<file path="src/rtl/fadd_pkg.sv">
// Shared constants for the FP adder alignment stage: exponent width, FSM encoding, operand field offsets.
package fadd_pkg;

    localparam int EXP_W    = 5;
    localparam int MANT_LSB = 0;

    typedef enum logic [1:0] {
        IDLE    = 2'd0,
        COMPARE = 2'd1,
        SHIFT   = 2'd2,
        DONE    = 2'd3
    } state_t;

    // Operand layout is {sign, exponent, mantissa}; offsets depend on mantissa width.
    function automatic int sign_pos(input int mant_w);
        return mant_w + EXP_W;
    endfunction

    function automatic int exp_lsb(input int mant_w);
        return mant_w;
    endfunction

endpackage

</file>
<file path="src/rtl/fadd_align_sequencer_if.sv">
// Operand-in / aligned-result-out handshake bundle for the alignment stage.
interface fadd_align_sequencer_if #(
    parameter int MANT_W = 10
);
    import fadd_pkg::*;

    localparam int SIG_W = MANT_W + 1;
    localparam int OP_W  = 1 + EXP_W + MANT_W;

    logic             in_valid;
    logic             in_ready;
    logic [OP_W-1:0]  in_Operand_1;
    logic [OP_W-1:0]  in_Operand_2;
    logic             out_valid;
    logic             out_ready;
    logic [EXP_W-1:0] out_Exponent;
    logic [SIG_W-1:0] out_Sig_Large;
    logic [SIG_W-1:0] out_Sig_Small;
    logic             out_Sign_Large;
    logic             out_Sign_Small;
    logic             out_Swapped;
    logic             out_Sticky;

    modport master (
        output in_valid, in_Operand_1, in_Operand_2, out_ready,
        input  in_ready, out_valid, out_Exponent, out_Sig_Large, out_Sig_Small,
               out_Sign_Large, out_Sign_Small, out_Swapped, out_Sticky
    );

    modport slave (
        input  in_valid, in_Operand_1, in_Operand_2, out_ready,
        output in_ready, out_valid, out_Exponent, out_Sig_Large, out_Sig_Small,
               out_Sign_Large, out_Sign_Small, out_Swapped, out_Sticky
    );

endinterface

</file>
<file path="src/rtl/exp_magnitude_cmp.sv">
// Combinational exponent compare: |a-b| and which operand is smaller (zero exponents rank lowest,
// with a zero second exponent never causing a swap). Latency: 0 cycles. Backpressure: none.
module exp_magnitude_cmp
    import fadd_pkg::*;
(
    input  logic [EXP_W-1:0] exp_a,
    input  logic [EXP_W-1:0] exp_b,
    output logic [EXP_W-1:0] diff,
    output logic             swap
);

    localparam logic [EXP_W-1:0] ONE = {{(EXP_W-1){1'b0}}, 1'b1};

    logic [EXP_W:0] sub;

    always_comb begin
        sub  = {1'b0, exp_a} - {1'b0, exp_b};
        // Borrow out means a<b: re-negate the two's-complement result to get the magnitude.
        diff = sub[EXP_W] ? ((~sub[EXP_W-1:0]) + ONE) : sub[EXP_W-1:0];

        if (exp_b == '0)
            swap = 1'b0;
        else if (exp_a == '0)
            swap = 1'b1;
        else
            swap = sub[EXP_W];
    end

endmodule

</file>
<file path="src/rtl/fadd_align_sequencer.sv">
// Aligns the smaller FP operand to the larger exponent, shifting one bit per cycle; latency 2 or 2+D cycles,
// one pair in flight, result held in DONE until out_ready. Sticky tracking built only with FADD_ALIGN_STICKY_EN.
module fadd_align_sequencer
    import fadd_pkg::*;
#(
    parameter int MANT_W = 10
) (
    input  logic                   clk,
    input  logic                   reset,
    fadd_align_sequencer_if.slave  bus
);

    localparam int SIG_W    = MANT_W + 1;
    localparam int OP_W     = 1 + EXP_W + MANT_W;
    localparam int SIGN_BIT = sign_pos(MANT_W);
    localparam int EXP_LSB  = exp_lsb(MANT_W);
    localparam logic [EXP_W-1:0] ONE = {{(EXP_W-1){1'b0}}, 1'b1};

    state_t           state_q, state_d;
    logic [OP_W-1:0]  op1_q, op2_q;
    logic [EXP_W-1:0] exp_q;
    logic [EXP_W-1:0] count_q;
    logic [SIG_W-1:0] sig_l_q, sig_s_q;
    logic             sign_l_q, sign_s_q, swap_q;
    logic             in_rdy, out_vld;

    logic [EXP_W-1:0] e1, e2, diff;
    logic [SIG_W-1:0] sig1, sig2, sig_small_pre;
    logic             swap, big_shift;

    assign e1   = op1_q[EXP_LSB +: EXP_W];
    assign e2   = op2_q[EXP_LSB +: EXP_W];
    assign sig1 = {e1 != '0, op1_q[MANT_LSB +: MANT_W]};
    assign sig2 = {e2 != '0, op2_q[MANT_LSB +: MANT_W]};

    exp_magnitude_cmp u_cmp (
        .exp_a (e1),
        .exp_b (e2),
        .diff  (diff),
        .swap  (swap)
    );

    assign sig_small_pre = swap ? sig1 : sig2;
    // A shift wider than the significand empties it outright instead of walking through SHIFT.
    assign big_shift     = (32'(diff) > 32'(SIG_W));

    always_ff @(posedge clk) begin
        if (reset)
            state_q <= IDLE;
        else
            state_q <= state_d;
    end

    always_comb begin
        state_d = state_q;
        in_rdy  = 1'b0;
        out_vld = 1'b0;
        case (state_q)
            IDLE: begin
                in_rdy = 1'b1;
                if (bus.in_valid)
                    state_d = COMPARE;
            end
            COMPARE: begin
                if (diff == '0 || big_shift)
                    state_d = DONE;
                else
                    state_d = SHIFT;
            end
            SHIFT: begin
                if (count_q == ONE)
                    state_d = DONE;
            end
            DONE: begin
                out_vld = 1'b1;
                if (bus.out_ready)
                    state_d = IDLE;
            end
            default: state_d = IDLE;
        endcase
    end

    always_ff @(posedge clk) begin
        if (reset) begin
            op1_q    <= '0;
            op2_q    <= '0;
            exp_q    <= '0;
            count_q  <= '0;
            sig_l_q  <= '0;
            sig_s_q  <= '0;
            sign_l_q <= 1'b0;
            sign_s_q <= 1'b0;
            swap_q   <= 1'b0;
        end else begin
            case (state_q)
                IDLE: begin
                    if (bus.in_valid) begin
                        op1_q <= bus.in_Operand_1;
                        op2_q <= bus.in_Operand_2;
                    end
                end
                COMPARE: begin
                    swap_q   <= swap;
                    exp_q    <= swap ? e2 : e1;
                    sign_l_q <= swap ? op2_q[SIGN_BIT] : op1_q[SIGN_BIT];
                    sign_s_q <= swap ? op1_q[SIGN_BIT] : op2_q[SIGN_BIT];
                    sig_l_q  <= swap ? sig2 : sig1;
                    sig_s_q  <= big_shift ? '0 : sig_small_pre;
                    count_q  <= diff;
                end
                SHIFT: begin
                    sig_s_q <= sig_s_q >> 1;
                    count_q <= count_q - ONE;
                end
                default: ;
            endcase
        end
    end

`ifdef FADD_ALIGN_STICKY_EN
    logic sticky_q;

    always_ff @(posedge clk) begin
        if (reset) begin
            sticky_q <= 1'b0;
        end else begin
            case (state_q)
                IDLE:    if (bus.in_valid) sticky_q <= 1'b0;
                COMPARE: sticky_q <= big_shift & (|sig_small_pre);
                SHIFT:   sticky_q <= sticky_q | sig_s_q[0];
                default: ;
            endcase
        end
    end

    assign bus.out_Sticky = sticky_q;
`else
    assign bus.out_Sticky = 1'b0;
`endif

    assign bus.in_ready       = in_rdy;
    assign bus.out_valid      = out_vld;
    assign bus.out_Exponent   = exp_q;
    assign bus.out_Sig_Large  = sig_l_q;
    assign bus.out_Sig_Small  = sig_s_q;
    assign bus.out_Sign_Large = sign_l_q;
    assign bus.out_Sign_Small = sign_s_q;
    assign bus.out_Swapped    = swap_q;

endmodule
</file>
<file path="src/flat_wrapper.sv">
// flat-port wrapper written by rule: the top's interface ports become plain ports
module fadd_align_sequencer_flat import fadd_pkg::*;
#(
    parameter int MANT_W = 10
)
  (clk, reset, bus_in_valid, bus_in_Operand_1, bus_in_Operand_2, bus_out_ready, bus_in_ready, bus_out_valid, bus_out_Exponent, bus_out_Sig_Large, bus_out_Sig_Small, bus_out_Sign_Large, bus_out_Sign_Small, bus_out_Swapped, bus_out_Sticky);
  fadd_align_sequencer_if #(.MANT_W(MANT_W)) bus_i ();
  input  logic clk;
  input  logic reset;
  input wire logic [$bits(bus_i.in_valid)-1:0] bus_in_valid;
  input wire logic [$bits(bus_i.in_Operand_1)-1:0] bus_in_Operand_1;
  input wire logic [$bits(bus_i.in_Operand_2)-1:0] bus_in_Operand_2;
  input wire logic [$bits(bus_i.out_ready)-1:0] bus_out_ready;
  output wire logic [$bits(bus_i.in_ready)-1:0] bus_in_ready;
  output wire logic [$bits(bus_i.out_valid)-1:0] bus_out_valid;
  output wire logic [$bits(bus_i.out_Exponent)-1:0] bus_out_Exponent;
  output wire logic [$bits(bus_i.out_Sig_Large)-1:0] bus_out_Sig_Large;
  output wire logic [$bits(bus_i.out_Sig_Small)-1:0] bus_out_Sig_Small;
  output wire logic [$bits(bus_i.out_Sign_Large)-1:0] bus_out_Sign_Large;
  output wire logic [$bits(bus_i.out_Sign_Small)-1:0] bus_out_Sign_Small;
  output wire logic [$bits(bus_i.out_Swapped)-1:0] bus_out_Swapped;
  output wire logic [$bits(bus_i.out_Sticky)-1:0] bus_out_Sticky;
  assign bus_i.in_valid = bus_in_valid;
  assign bus_i.in_Operand_1 = bus_in_Operand_1;
  assign bus_i.in_Operand_2 = bus_in_Operand_2;
  assign bus_i.out_ready = bus_out_ready;
  assign bus_in_ready = bus_i.in_ready;
  assign bus_out_valid = bus_i.out_valid;
  assign bus_out_Exponent = bus_i.out_Exponent;
  assign bus_out_Sig_Large = bus_i.out_Sig_Large;
  assign bus_out_Sig_Small = bus_i.out_Sig_Small;
  assign bus_out_Sign_Large = bus_i.out_Sign_Large;
  assign bus_out_Sign_Small = bus_i.out_Sign_Small;
  assign bus_out_Swapped = bus_i.out_Swapped;
  assign bus_out_Sticky = bus_i.out_Sticky;
  fadd_align_sequencer #(.MANT_W(MANT_W)) u_core (.clk(clk), .reset(reset), .bus(bus_i));
endmodule
</file>
<file path="config.mk">
export PLATFORM = sky130hd
export DESIGN_NAME = fadd_align_sequencer_flat
export DESIGN_NICKNAME = d
export VERILOG_FILES = /design/src/rtl/fadd_pkg.sv /design/src/rtl/fadd_align_sequencer_if.sv /design/src/rtl/exp_magnitude_cmp.sv /design/src/rtl/fadd_align_sequencer.sv /design/src/flat_wrapper.sv
export SDC_FILE = /design/constraint.sdc
export NUM_CORES = 1
export LEC_CHECK = 0
export BUFFER_PORTS_ARGS = -buffer_cell sky130_fd_sc_hd__buf_2
export CELL_PAD_IN_SITES_DETAIL_PLACEMENT = 1
export CELL_PAD_IN_SITES_GLOBAL_PLACEMENT = 2
export CORE_AREA = 2 2 118 109
export DETAILED_ROUTE_END_ITERATION = 12
export DIE_AREA = 0 0 120 111
export PLACE_DENSITY = 0.83
export RECOVER_POWER = 100
export SETUP_SLACK_MARGIN = 0.4
export SYNTH_ARGS = -nofsm -noshare
export SYNTH_HDL_FRONTEND = slang
export SYNTH_SLANG_ARGS = --single-unit
</file>
<file path="constraint.sdc">
create_clock -name clk -period 2.39 [get_ports clk]
set_input_delay 0.478 -clock clk [delete_from_list [all_inputs] [get_ports clk]]
set_output_delay 0.478 -clock clk [all_outputs]
set_load 0.02 [all_outputs]
</file>
==> metrics.log, run 1 <==
INFO  metric worstPathMaxFanout = 5
INFO  metric cts_root_buffer = sky130_fd_sc_hd__clkbuf_16
INFO  metric fin_hold_ws = 0.368 ns
INFO  metric total_power_per_unit_cell_area = 1450 nW/um^2
INFO  metric gpl.final_weighted_congestion = between 0.7 and 0.8
INFO  metric dieArea = between 10,000 and 15,000 um^2
INFO  metric first_drt_iteration_drcs = 94
INFO  metric synth_area = 3440 um^2
INFO  metric async_reset_ff_share = 0%
INFO  metric place_inst = 649
INFO  metric setup_violations = 13
INFO  metric detail_route.drc_violations = 0
INFO  metric top_cell_type_s_share_of_synthesized_area = 40.1%
INFO  metric worstReg2RegEnd = u_core.bus.out_Sig_Small[6]
INFO  metric setup_total_negative_slack = -1.86 ns
INFO  metric cellLeakagePower = roughly 1.8 nW
INFO  metric cp_data_arrival_time = 2.82 ns
INFO  metric worst_setup_path_class = flip-flop to flip-flop
INFO  metric clkTransAtPathRegs = roughly 0.06 ns
INFO  metric post_synth_inst_count = about 420
INFO  metric synth_fp_nets = 470
INFO  metric cp_endpoint_kind = flip-flop
INFO  metric leading_cell_type_by_number_of_instances_after_synthesis = sky130_fd_sc_hd__nand2_1
INFO  metric detail_route.wl_per_cell = about 16 um
INFO  metric worst-r2r-setup-slack = -0.17 ns
INFO  metric final_layout_size_suffix_gt1_share = between 20% and 30%
INFO  metric ios = 69
INFO  metric synth_edf_count = 0
INFO  metric skew_pair_late_insertion_delay = 0.34 ns
INFO  metric setup_ws = -0.165 ns
INFO  metric grt_pass1_vias = 3,407
INFO  metric final_util = 38.7%
INFO  metric dp_slack = -0.324 ns
INFO  metric synth_top_cells_by_area = sky130_fd_sc_hd__dfxtp_1, sky130_fd_sc_hd__nand2_1, sky130_fd_sc_hd__mux2i_1, sky130_fd_sc_hd__a21oi_1, sky130_fd_sc_hd__ha_1
INFO  metric final-hold-violation-count = 0
INFO  metric synth-seq-area-share = between 40% and 50%
INFO  metric reg2regPathDepth = 10
INFO  metric detailed_place_hpwl = 7.24 mm
INFO  metric relSlewSlack = 40.2%
INFO  metric via_per_inst = 4.86
INFO  metric cts_max_level = 3
INFO  metric layout_area_overhead = 37.6%
INFO  metric chipHeight = between 100 and 150 um
INFO  metric worst_hold_path_type = input pin to flip-flop
INFO  metric grt_start_max_net_pins = 70
INFO  metric globalRouteTotalUtil = 16.3%
INFO  metric r2r-start = u_core.op1_q[10]
INFO  metric route.vias.total = 3,300
INFO  metric violations_in_the_final_reports = negative setup slack
INFO  metric rows = 39
INFO  metric place.port_buffers = 67
INFO  metric synth_flop_cell = sky130_fd_sc_hd__dfxtp_1
INFO  metric startpoint = u_core.op1_q[10]
INFO  metric unrepaired_setup_endpoints_after_global_routing = true
INFO  metric cts_buffers = 9
INFO  metric globalRouteOverflowTotal = 0
INFO  metric antenna_violating_nets_post_route = 0
INFO  metric min_delay_path_depth = 3
INFO  metric antenna_found_initial = 0
INFO  metric n_fill_cell = between 1,000 and 1,500
INFO  metric timing.final.crit_share = 107%
INFO  metric ys.warnings.count = 0
INFO  metric drtPass1Iterations = 4
INFO  metric synth.avg_cell_area = 8.17 um^2
INFO  metric crit_end = u_core.bus.out_Sig_Small[6]
INFO  metric critPathRequiredTime = between 2 and 3 ns
INFO  metric yosysTopAreaCell = sky130_fd_sc_hd__dfxtp_1
INFO  metric max-vdd-ir-drop = 0.471 mV
INFO  metric final_cell_area = about 4700 um^2
INFO  metric synth.ff_latch_count = 69
INFO  metric initial_core_util = between 20% and 30%
INFO  metric fp.coreArea = 12,200 um^2
INFO  metric tightestPinTransition = 0.897 ns
INFO  metric drv_cap = 0
INFO  metric final-max-slew-violation-count = 0
INFO  metric final_cell_count_no_fill = 679
INFO  metric final_net_count = ~560
INFO  metric wirelength = 10.8 mm
INFO  metric global_route_wire_length_before_repair = 17.3 mm
INFO  metric clock_tree_from_tritoncts = yes
INFO  metric yosys.cell_types.count = a little over 50
INFO  metric number_of_diodes = 0
INFO  metric worst_setup_path_start_kind = flip-flop
INFO  metric cts.sinks = 69
INFO  metric report.power.total = 6.88 mW
INFO  metric clock-skew-final = 0.00922 ns
INFO  metric layout_min_cycle_time = 2.56 ns
INFO  metric synth.top_cells.by_count = sky130_fd_sc_hd__nand2_1, sky130_fd_sc_hd__dfxtp_1, sky130_fd_sc_hd__a21oi_1
INFO  metric placedInstanceArea = 4100 um^2
INFO  metric chipWidth = between 100 and 150 um
INFO  metric cts.path.max_buffers = 2
INFO  metric maxClockFrequency = 391 MHz
INFO  metric status = complete, but fails checks
==> per-layer routing <==
layer	share of wire, %	vias to the layer above	GRT usage, %
li1	-	1643	-
met1	47	1596	20.9
met4	1.4	0	4.00
met2	48	51	27.2
met5	0	-	0
met3	3.5	10	4.17
==> worst min path at each step <==
| stage | startpoint | end | slack [ns] |
|---|---|---|---|
| after floorplan | u_core.op1_q[0] | u_core.op1_q[0] | 0.45 |
| final | bus_in_Operand_2[13] | u_core.op2_q[13] | 0.37 |
| after CTS | bus_in_Operand_2[13] | u_core.op2_q[13] | 0.37 |
| after detailed placement | u_core.op2_q[6] | u_core.op2_q[6] | 0.46 |
| after global routing | bus_in_Operand_1[10] | u_core.op1_q[10] | 0.38 |
| after global placement | u_core.op2_q[4] | u_core.op2_q[4] | 0.46 |
==> report_power, final <==
group / switching [mW] / internal (mW)
Sequential: 0.221 / 1.45
Clock: 0.547 / 0.842
Combinational: 2.14 / 1.69
==> kinds of logic (layout without fill, tap and decap cells) <==
logic type | count (synthesis) | count (layout) | synth area share (%)
simple gates | 149 | 149 | 19.1
flops | 69 | 69 | 40.1
buf+inv | 46 | 140 | 5.93
xor+xnor | 3 | 3 | 1.42
other cells | 1 | 1 | 0.109
mux | 28 | 28 | 8.18
fa+ha+maj | 13 | 13 | 4.95
compound gates | 112 | 112 | 20.1
==> layout make-up <==
type / instances / area, um^2 / area share [%]
multi-input combinational: 306 / 2120 / 44.8
tap: 164 / 205 / 4.33
clock buffer: 10 / 239 / 5.05
clock inverter: 6 / 70.1 / 1.48
inverter: 17 / 66.3 / 1.40
timing repair buffer: 107 / 643 / 13.6
sequential: 69 / 1390 / 29.3
==> worst max-delay path, stage by stage (launching register included) <==
cell	delay, ns
sky130_fd_sc_hd__dfxtp_2	0.34
sky130_fd_sc_hd__inv_2	0.05
sky130_fd_sc_hd__ha_4	0.15
sky130_fd_sc_hd__fa_2	0.45
sky130_fd_sc_hd__ha_4	0.20
sky130_fd_sc_hd__or4_1	0.50
sky130_fd_sc_hd__mux2i_1	0.18
sky130_fd_sc_hd__or2_4	0.18
sky130_fd_sc_hd__o2111ai_4	0.14
sky130_fd_sc_hd__buf_6	0.19
sky130_fd_sc_hd__o22ai_2	0.10
==> placed cells by master (no fill, tap or decap), drive strengths merged, types with 3 or more instances in the layout <==
| cell | netlist | final |
|---|---|---|
| nand2 | 77 | 77 |
| buf | 9 | 72 |
| dfxtp | 69 | 69 |
| a21oi | 46 | 46 |
| clkbuf | 20 | 45 |
| nor2 | 31 | 31 |
| mux2i | 27 | 27 |
| inv | 17 | 18 |
| o21ai | 14 | 14 |
| a211oi | 13 | 13 |
| ha | 12 | 12 |
| nor2b | 11 | 11 |
| a31oi | 11 | 11 |
| o22ai | 11 | 11 |
| nand2b | 8 | 8 |
| nor3 | 7 | 7 |
| nor4 | 3 | 3 |
| clkinvlp | 0 | 3 |
| or2 | 3 | 3 |
==> repair_timing <==
action,in CTS,in global routing
resized for setup,42,29
pin swaps,17,9
hold buffers,0,0
setup endpoints to repair,33,34
buffers inserted,11,3
==> registers in the layout, indices dropped and copies added (netlist names) <==
| name | count |
|---|---|
| u_core.op1_q | 16 |
| u_core.op2_q | 16 |
| u_core.bus.out_Sig_Small | 11 |
| u_core.bus.out_Swapped | 1 |
| u_core.count_q | 5 |
| u_core.bus.out_Exponent | 5 |
| u_core.bus.out_Sign_Large | 1 |
| u_core.bus.out_Sig_Large | 11 |
| u_core.state_q | 2 |
| u_core.bus.out_Sign_Small | 1 |
Power figures use the tool's default switching activity.
==> run 2, diff against run 1 <==
--- a/config.mk
+++ b/config.mk
@@ -8,10 +8,10 @@
 export BUFFER_PORTS_ARGS = -buffer_cell sky130_fd_sc_hd__buf_2
 export CELL_PAD_IN_SITES_DETAIL_PLACEMENT = 1
 export CELL_PAD_IN_SITES_GLOBAL_PLACEMENT = 2
-export CORE_AREA = 2 2 118 109
+export CORE_AREA = 2 2 86 150
 export DETAILED_ROUTE_END_ITERATION = 12
-export DIE_AREA = 0 0 120 111
-export PLACE_DENSITY = 0.83
+export DIE_AREA = 0 0 88 152
+export PLACE_DENSITY = 0.82
 export RECOVER_POWER = 100
 export SETUP_SLACK_MARGIN = 0.4
 export SYNTH_ARGS = -nofsm -noshare
==> run 2 against run 1 <==
Net effect: the run still ends with negative setup slack left; total power increased by 0.25%; sequential cell count is the same; hold slack improved by 0.0078 ns; final area hardly changed; clock power is 9% lower; non-clock buffer count is 2 lower; fmax decreased by 1.7%; sequential share of layout area about the same; critical path depth unchanged; cell count grew 0.15%; register-to-register slack got worse by 0.04 ns; critical endpoint is now u_core.state_q[0]; largest power group unchanged; highest routed layer unchanged.
==> metrics.log, run 2 (synthesis results as in run 1) <==
INFO  metric status = complete, but fails checks
INFO  metric violations_in_the_final_reports = negative setup slack
INFO  metric final_net_count = 557 (-0.36%)
INFO  metric final-hold-violation-count = 0 (unchanged)
INFO  metric layout_min_cycle_time = 2.60 ns (+0.0432 ns)
INFO  metric detail_route.wl_per_cell = 16.7 um (+5.2%)
INFO  metric clock-skew-final = 0.00628 ns (-0.00293 ns)
INFO  metric final_cell_count_no_fill = 680 (+0.15%)
INFO  metric p_sw = 2.94 mW (+1.3%)
INFO  metric antenna_found_initial = 0 (unchanged)
INFO  metric hold_bufs_inserted_after_cts = 0 (unchanged)
INFO  metric power_frac_comb = 57.1% (+1.5 points)
INFO  metric fp.coreArea = 12,200 um^2 (-0.15%)
INFO  metric cts.path.max_buffers = 2 (unchanged)
INFO  metric timing.final.crit_share = 109% (+1.8 points)
INFO  metric power.share.switching = 42.7% (+0.46 points)
INFO  metric register_area = 1390 um^2 (about the same)
INFO  metric antenna_violating_nets_post_route = 0 (unchanged)
INFO  metric gpl.final_weighted_congestion = 0.783 (about the same)
INFO  metric place.port_buffers = 67 (unchanged)
INFO  metric globalRouteOverflowTotal = 0 (unchanged)
INFO  metric grt_pass1_vias = 3,581 (+5.1%)
INFO  metric worst_setup_path_start_kind = flip-flop
INFO  metric dp_slack = -0.219 ns (+0.105 ns)
INFO  metric rows = 54 (+38%)
INFO  metric multi_input_area = 2150 um^2 (+1.4%)
INFO  metric chipHeight = 152 um (+37%)
INFO  metric n_fill_cell = 1,457 (-0.88%)
INFO  metric clkTransAtPathRegs = 0.06 ns (about the same)
INFO  metric layout_area_overhead = 37.7% (about the same)
INFO  metric cts_root_buffer = sky130_fd_sc_hd__clkbuf_16
INFO  metric detail_route.drc_violations = 0 (unchanged)
INFO  metric initial_core_util = 28.1% (+0.043 points)
INFO  metric place_inst = 652 (+0.46%)
INFO  metric p_seq_share = 24.4% (about the same)
INFO  metric via_per_inst = 4.87 (+0.28%)
INFO  metric final_layout_size_suffix_gt1_share = 28.3% (+0.16 points)
INFO  metric relSlewSlack = 42.1% (+1.9 points)
INFO  metric number_of_diodes = 0 (unchanged)
INFO  metric wirelength = 11.3 mm (+5.3%)
INFO  metric route.vias.total = 3,314 (+0.42%)
INFO  metric cp_data_arrival_time = 2.82 ns (about the same)
INFO  metric power_report.internal_total = 3.95 mW (-0.54%)
INFO  metric maxClockFrequency = 385 MHz (-1.7%)
INFO  metric final-max-slew-violation-count = 0 (unchanged)
INFO  metric worst_setup_path_class = flip-flop to flip-flop
INFO  metric drtPass1Iterations = 4 (unchanged)
INFO  metric critPathRequiredTime = 2.61 ns (-0.05 ns)
INFO  metric final_common_cell = sky130_fd_sc_hd__nand2_1
INFO  metric max-vdd-ir-drop = 0.615 mV (+31%)
INFO  metric clock_tree_from_tritoncts = yes
INFO  metric cts.sinks = 69 (unchanged)
INFO  metric cts_buffers = 9 (unchanged)
INFO  metric dieArea = 13,400 um^2 (+0.42%)
INFO  metric layout_common_cells = sky130_fd_sc_hd__nand2_1, sky130_fd_sc_hd__dfxtp_1, sky130_fd_sc_hd__a21oi_1
INFO  metric global_route_wire_length_before_repair = 17.3 mm (about the same)
INFO  metric cp_endpoint_kind = flip-flop
INFO  metric worstPathMaxFanout = 8 (+3)
INFO  metric ios = 69 (unchanged)
INFO  metric grt_start_max_net_pins = 64 (-8.6%)
INFO  metric cts_max_level = 3 (unchanged)
INFO  metric worst_hold_path_type = input pin to flip-flop
INFO  metric globalRouteTotalUtil = 16.6% (+0.30 points)
INFO  metric fin_hold_ws = 0.376 ns (+0.00781 ns)
INFO  metric setup_violations = 14 (+1)
INFO  metric setup_ws = -0.209 ns (-0.0432 ns)
INFO  metric clockPowerShare = 18.5% (-1.7 points)
INFO  metric unrepaired_setup_endpoints_after_global_routing = true
INFO  metric final_util = 38.7% (+0.080 points)
INFO  metric biggestRegsByFlops = u_core.op1_q x16, u_core.op2_q x16
INFO  metric drv_cap = 0 (unchanged)
INFO  metric skew_pair_late_insertion_delay = 0.33 ns (about the same)
INFO  metric cellLeakagePower = 1.81 nW (-0.83%)
INFO  metric chipWidth = 88 um (-27%)
INFO  metric first_drt_iteration_drcs = 104 (+11%)
INFO  metric detailed_place_hpwl = 7.92 mm (+9.3%)
INFO  metric tightestPinTransition = 0.868 ns (-0.0291 ns)
INFO  metric total_power_per_unit_cell_area = 1460 nW/um^2 (+0.19%)
[run 2: changes by cell type in the layout (fill, tap and decap cells not counted), moves of 3 or more]
cell	delta
sky130_fd_sc_hd__a21oi_1	-3
sky130_fd_sc_hd__buf_6	-3
sky130_fd_sc_hd__o21ai_2	-3
sky130_fd_sc_hd__mux2i_1	-3
[run 2: layout make-up]
class	count	share of cell area [%]
tap	168	4.44
multi-input combinational	306	45.4
inverter	17	1.35
clock buffer	12	5.62
timing repair buffer	105	13.5
sequential	69	29.3
clock inverter	3	0.422
[run 2: worst paths after layout]
check / startpoint / to / slack [ns] / cells after the start
hold reg to reg: u_core.op2_q[5] / u_core.op2_q[5] / 0.47 / 2
setup reg to reg: u_core.op1_q[10] / u_core.state_q[0] / -0.21 / 10
setup / recovery: u_core.op1_q[10] / u_core.state_q[0] / -0.21 / 10
hold / removal: bus_in_Operand_2[13] / u_core.op2_q[13] / 0.38 / 3
[run 2: per-layer routing]
metal / wire (um) / global-route usage (%) / up-vias
met5: 0 / 0 / -
met1: 4320 / 17.3 / 1593
li1: - / - / 1638
met4: 347 / 7.40 / 0
met2: 6300 / 30.6 / 60
met3: 364 / 3.42 / 23
[run 2: power by group through the flow]
stage | sequential (mW) | clock (mW) | combinational [mW]
6_report | 1.68 | 1.27 | 3.94
2_1_floorplan | 1.82 | 0 | 2.07
3_5_place_dp | 1.69 | 0 | 3.25
4_1_cts | 1.67 | 1.30 | 3.55
5_1_grt | 1.72 | 1.35 | 4.28
3_3_place_gp | 1.67 | 0 | 3.15
[run 2: worst max-delay path, cell delays in order (launching register included)]
cell and delay [ns]:
sky130_fd_sc_hd__dfxtp_2 0.33, sky130_fd_sc_hd__inv_2 0.05, sky130_fd_sc_hd__ha_4 0.15, sky130_fd_sc_hd__fa_2 0.41, sky130_fd_sc_hd__xor2_4 0.25, sky130_fd_sc_hd__a21o_1 0.19
sky130_fd_sc_hd__a221o_1 0.32, sky130_fd_sc_hd__xnor3_2 0.28, sky130_fd_sc_hd__buf_6 0.12, sky130_fd_sc_hd__o21ai_1 0.05, sky130_fd_sc_hd__a221o_1 0.32
[run 2: per-stage QoR]
| step | area, um^2 | power, mW | TNS [ns] |
|---|---|---|---|
| global route | 4740 | 7.35 | -3.63 |
| CTS | 4560 | 6.51 | -1.44 |
| global placement | 4120 | 4.82 | -1.07 |
| detailed placement | 4120 | 4.93 | -2.38 |
| finish | 4740 | 6.90 | -1.94 |
| floorplan | 3500 | 3.89 | -0.827 |
[run 2: timing repair]
action | in CTS | in global routing
setup endpoints to repair | 34 | 34
gates cloned | 1 | 0
setup buffers | 5 | 7
pin swaps | 7 | 12
resized for setup | 20 | 48
==> run 3, diff against run 2 <==
==> constraint.sdc (replaced) <==
create_clock -name clk -period 2.39 [get_ports clk]
set_input_delay 0.3585 -clock clk [delete_from_list [all_inputs] [get_ports clk]]
set_output_delay 0.3585 -clock clk [all_outputs]
set_load 0.02 [all_outputs]
==> run 3 against run 2 <==
Net effect: the flow still finishes with violations (negative setup slack); global-route usage grew 1.1 points; critical path type unchanged; cell count rose by 0.74%; clock power about the same; setup slack worse by 0.0019 ns; fmax about the same; sequential power hardly changed; core utilization up 1.3 points; clock skew about the same; critical path depth did not move; die area unchanged.
==> metrics.log, run 3 (synthesis results as in run 1) <==
INFO  metric status = complete, but fails checks
INFO  metric violations_in_the_final_reports = negative setup slack
INFO  metric chipWidth = 88 um (unchanged)
INFO  metric final-max-slew-violation-count = 0 (unchanged)
INFO  metric dieArea = 13,400 um^2 (unchanged)
INFO  metric cp_endpoint_kind = flip-flop
INFO  metric placedInstanceArea = 4130 um^2 (+0.18%)
INFO  metric first_drt_iteration_drcs = 85 (-18%)
INFO  metric layout_common_cells = sky130_fd_sc_hd__nand2_1, sky130_fd_sc_hd__dfxtp_1, sky130_fd_sc_hd__a21oi_1
INFO  metric hold_end = u_core.op2_q[13]
INFO  metric worstReg2RegEnd = u_core.bus.out_Sig_Small[3]
INFO  metric worstPathMaxFanout = 6 (-2)
INFO  metric fp.coreArea = 12,200 um^2 (unchanged)
INFO  metric final_common_cell = sky130_fd_sc_hd__nand2_1
INFO  metric grt_start_max_net_pins = 38 (-41%)
INFO  metric total_power_per_unit_cell_area = 1480 nW/um^2 (+2.0%)
INFO  metric timing.final.crit_share = 109% (about the same)
INFO  metric final_cell_area = 4890 um^2 (+3.3%)
INFO  metric unrepaired_setup_endpoints_after_global_routing = true
INFO  metric final_cell_count_no_fill = 685 (+0.74%)
INFO  metric via_per_inst = 4.88 (about the same)
INFO  metric fin_hold_ws = 0.266 ns (-0.111 ns)
INFO  metric setup_violations = 14 (unchanged)
INFO  metric globalRouteTotalUtil = 17.6% (+1.1 points)
INFO  metric skew_pair_late_insertion_delay = 0.33 ns (about the same)
INFO  metric cts_max_level = 3 (unchanged)
INFO  metric cts_buffers = 9 (unchanged)
INFO  metric place_inst = 653 (+0.15%)
INFO  metric cts.path.max_buffers = 2 (unchanged)
INFO  metric chipHeight = 152 um (unchanged)
INFO  metric max-vdd-ir-drop = 0.593 mV (-3.6%)
INFO  metric worst_hold_path_type = input pin to flip-flop
INFO  metric worst-r2r-setup-slack = -0.21 ns (about the same)
INFO  metric setup_ws = -0.211 ns (-0.00193 ns)
INFO  metric detail_route.wl_per_cell = 16.8 um (+0.96%)
INFO  metric worst_setup_path_start_kind = flip-flop
INFO  metric startpoint = u_core.op1_q[10]
INFO  metric worst_setup_path_class = flip-flop to flip-flop
INFO  metric grt_pass1_vias = 3,611 (+0.84%)
INFO  metric report.power.total = 7.26 mW (+5.3%)
INFO  metric globalRouteOverflowTotal = 0 (unchanged)
INFO  metric final_layout_size_suffix_gt1_share = 29.8% (+1.5 points)
INFO  metric tightestPinTransition = 0.660 ns (-0.208 ns)
INFO  metric cp_data_arrival_time = 2.85 ns (+0.03 ns)
INFO  metric clkTransAtPathRegs = 0.06 ns (about the same)
INFO  metric place.port_buffers = 67 (unchanged)
INFO  metric reg2regPathDepth = 10 (unchanged)
INFO  metric layout_area_overhead = 42.2%
INFO  metric drv_cap = 0 (unchanged)
INFO  metric drtPass1Iterations = 4 (unchanged)
INFO  metric maxClockFrequency = 385 MHz (about the same)
INFO  metric global_route_wire_length_before_repair = 18.3 mm (+5.8%)
INFO  metric rows = 54 (unchanged)
INFO  metric ios = 69 (unchanged)
INFO  metric final_util = 40.0% (+1.3 points)
INFO  metric clock-skew-final = 0.00584 ns (-0.000449 ns)
INFO  metric detail_route.drc_violations = 0 (unchanged)
INFO  metric layout_min_cycle_time = 2.60 ns (+0.00193 ns)
INFO  metric route.vias.total = 3,340 (+0.78%)
INFO  metric cellLeakagePower = 1.87 nW (+3.5%)
INFO  metric final-hold-violation-count = 0 (unchanged)
INFO  metric gpl.final_weighted_congestion = 0.783 (about the same)
INFO  metric antenna_found_initial = 0 (unchanged)
INFO  metric setup_total_negative_slack = -2.36 ns (-0.420 ns)
INFO  metric number_of_diodes = 0 (unchanged)
INFO  metric cts_root_buffer = sky130_fd_sc_hd__clkbuf_16
INFO  metric cts.sinks = 69 (unchanged)
INFO  metric hp-start = bus_in_Operand_2[13]
INFO  metric antenna_violating_nets_post_route = 0 (unchanged)
INFO  metric relSlewSlack = 56.0% (+14 points)
INFO  metric min_delay_path_depth = 3 (unchanged)
INFO  metric dp_slack = -0.211 ns (+0.00757 ns)
INFO  metric r2r-start = u_core.op1_q[10]
INFO  metric clock_tree_from_tritoncts = yes
INFO  metric detailed_place_hpwl = 7.94 mm (+0.32%)
INFO  metric initial_core_util = 28.1% (unchanged)
INFO  metric final_net_count = 561 (+0.72%)
INFO  metric wirelength = 11.5 mm (+1.7%)
INFO  metric critPathRequiredTime = 2.64 ns (+0.03 ns)
INFO  metric biggestRegsByFlops = u_core.op1_q x16, u_core.op2_q x16
run 3: worst max path at each step:
stage                                              end  slack [ns]  depth (start not counted)
after floorplan                      u_core.state_q[0]       -0.10                          8
after detailed placement  u_core.bus.out_Sig_Small[10]       -0.21                         10
after global placement    u_core.bus.out_Sig_Small[10]       -0.11                         10
after global routing      u_core.bus.out_Sig_Small[10]       -0.28                         10
final                      u_core.bus.out_Sig_Small[3]       -0.21                         10
after CTS                  u_core.bus.out_Sig_Small[3]       -0.14                         10
run 3: area by class of cell:
type / instances / area, um^2
inverter: 17 / 63.8
timing repair buffer: 109 / 729
tap: 168 / 210
sequential: 69 / 1390
multi-input combinational: 306 / 2220
fill: 1466 / 7340
clock inverter: 4 / 48.8
clock buffer: 12 / 236
run 3: what timing repair did:
action	CTS	global route
setup buffers	11	3
hold buffers	0	0
gates cloned	2	0
endpoints found under the setup margin	34	34
resized for setup	57	19
pin swaps	28	6
run 3: routing by layer:
layer  vias up  share of wire (%)  global-route usage, %
met5         -                  0                      0
met4         0                4.4                   9.01
met2        67                 55                   32.3
li1       1644                  -                      -
met3        31                2.2                   2.34
met1      1598                 39                   18.9
run 3: report_power, final:
group | total [mW] | switching, mW | internal, mW
sequential | 1.68 | 0.230 | 1.45
clock | 1.29 | 0.486 | 0.807
combinational | 4.29 | 2.35 | 1.94
run 3: worst max-delay path, cell delays in order (launching register included):
cell	delay, ns
sky130_fd_sc_hd__dfxtp_2	0.32
sky130_fd_sc_hd__inv_2	0.08
sky130_fd_sc_hd__ha_4	0.14
sky130_fd_sc_hd__fa_2	0.46
sky130_fd_sc_hd__ha_4	0.20
sky130_fd_sc_hd__or4_4	0.54
sky130_fd_sc_hd__mux2i_4	0.16
sky130_fd_sc_hd__or2_4	0.16
sky130_fd_sc_hd__o2111ai_4	0.17
sky130_fd_sc_hd__buf_6	0.20
sky130_fd_sc_hd__o22ai_1	0.10
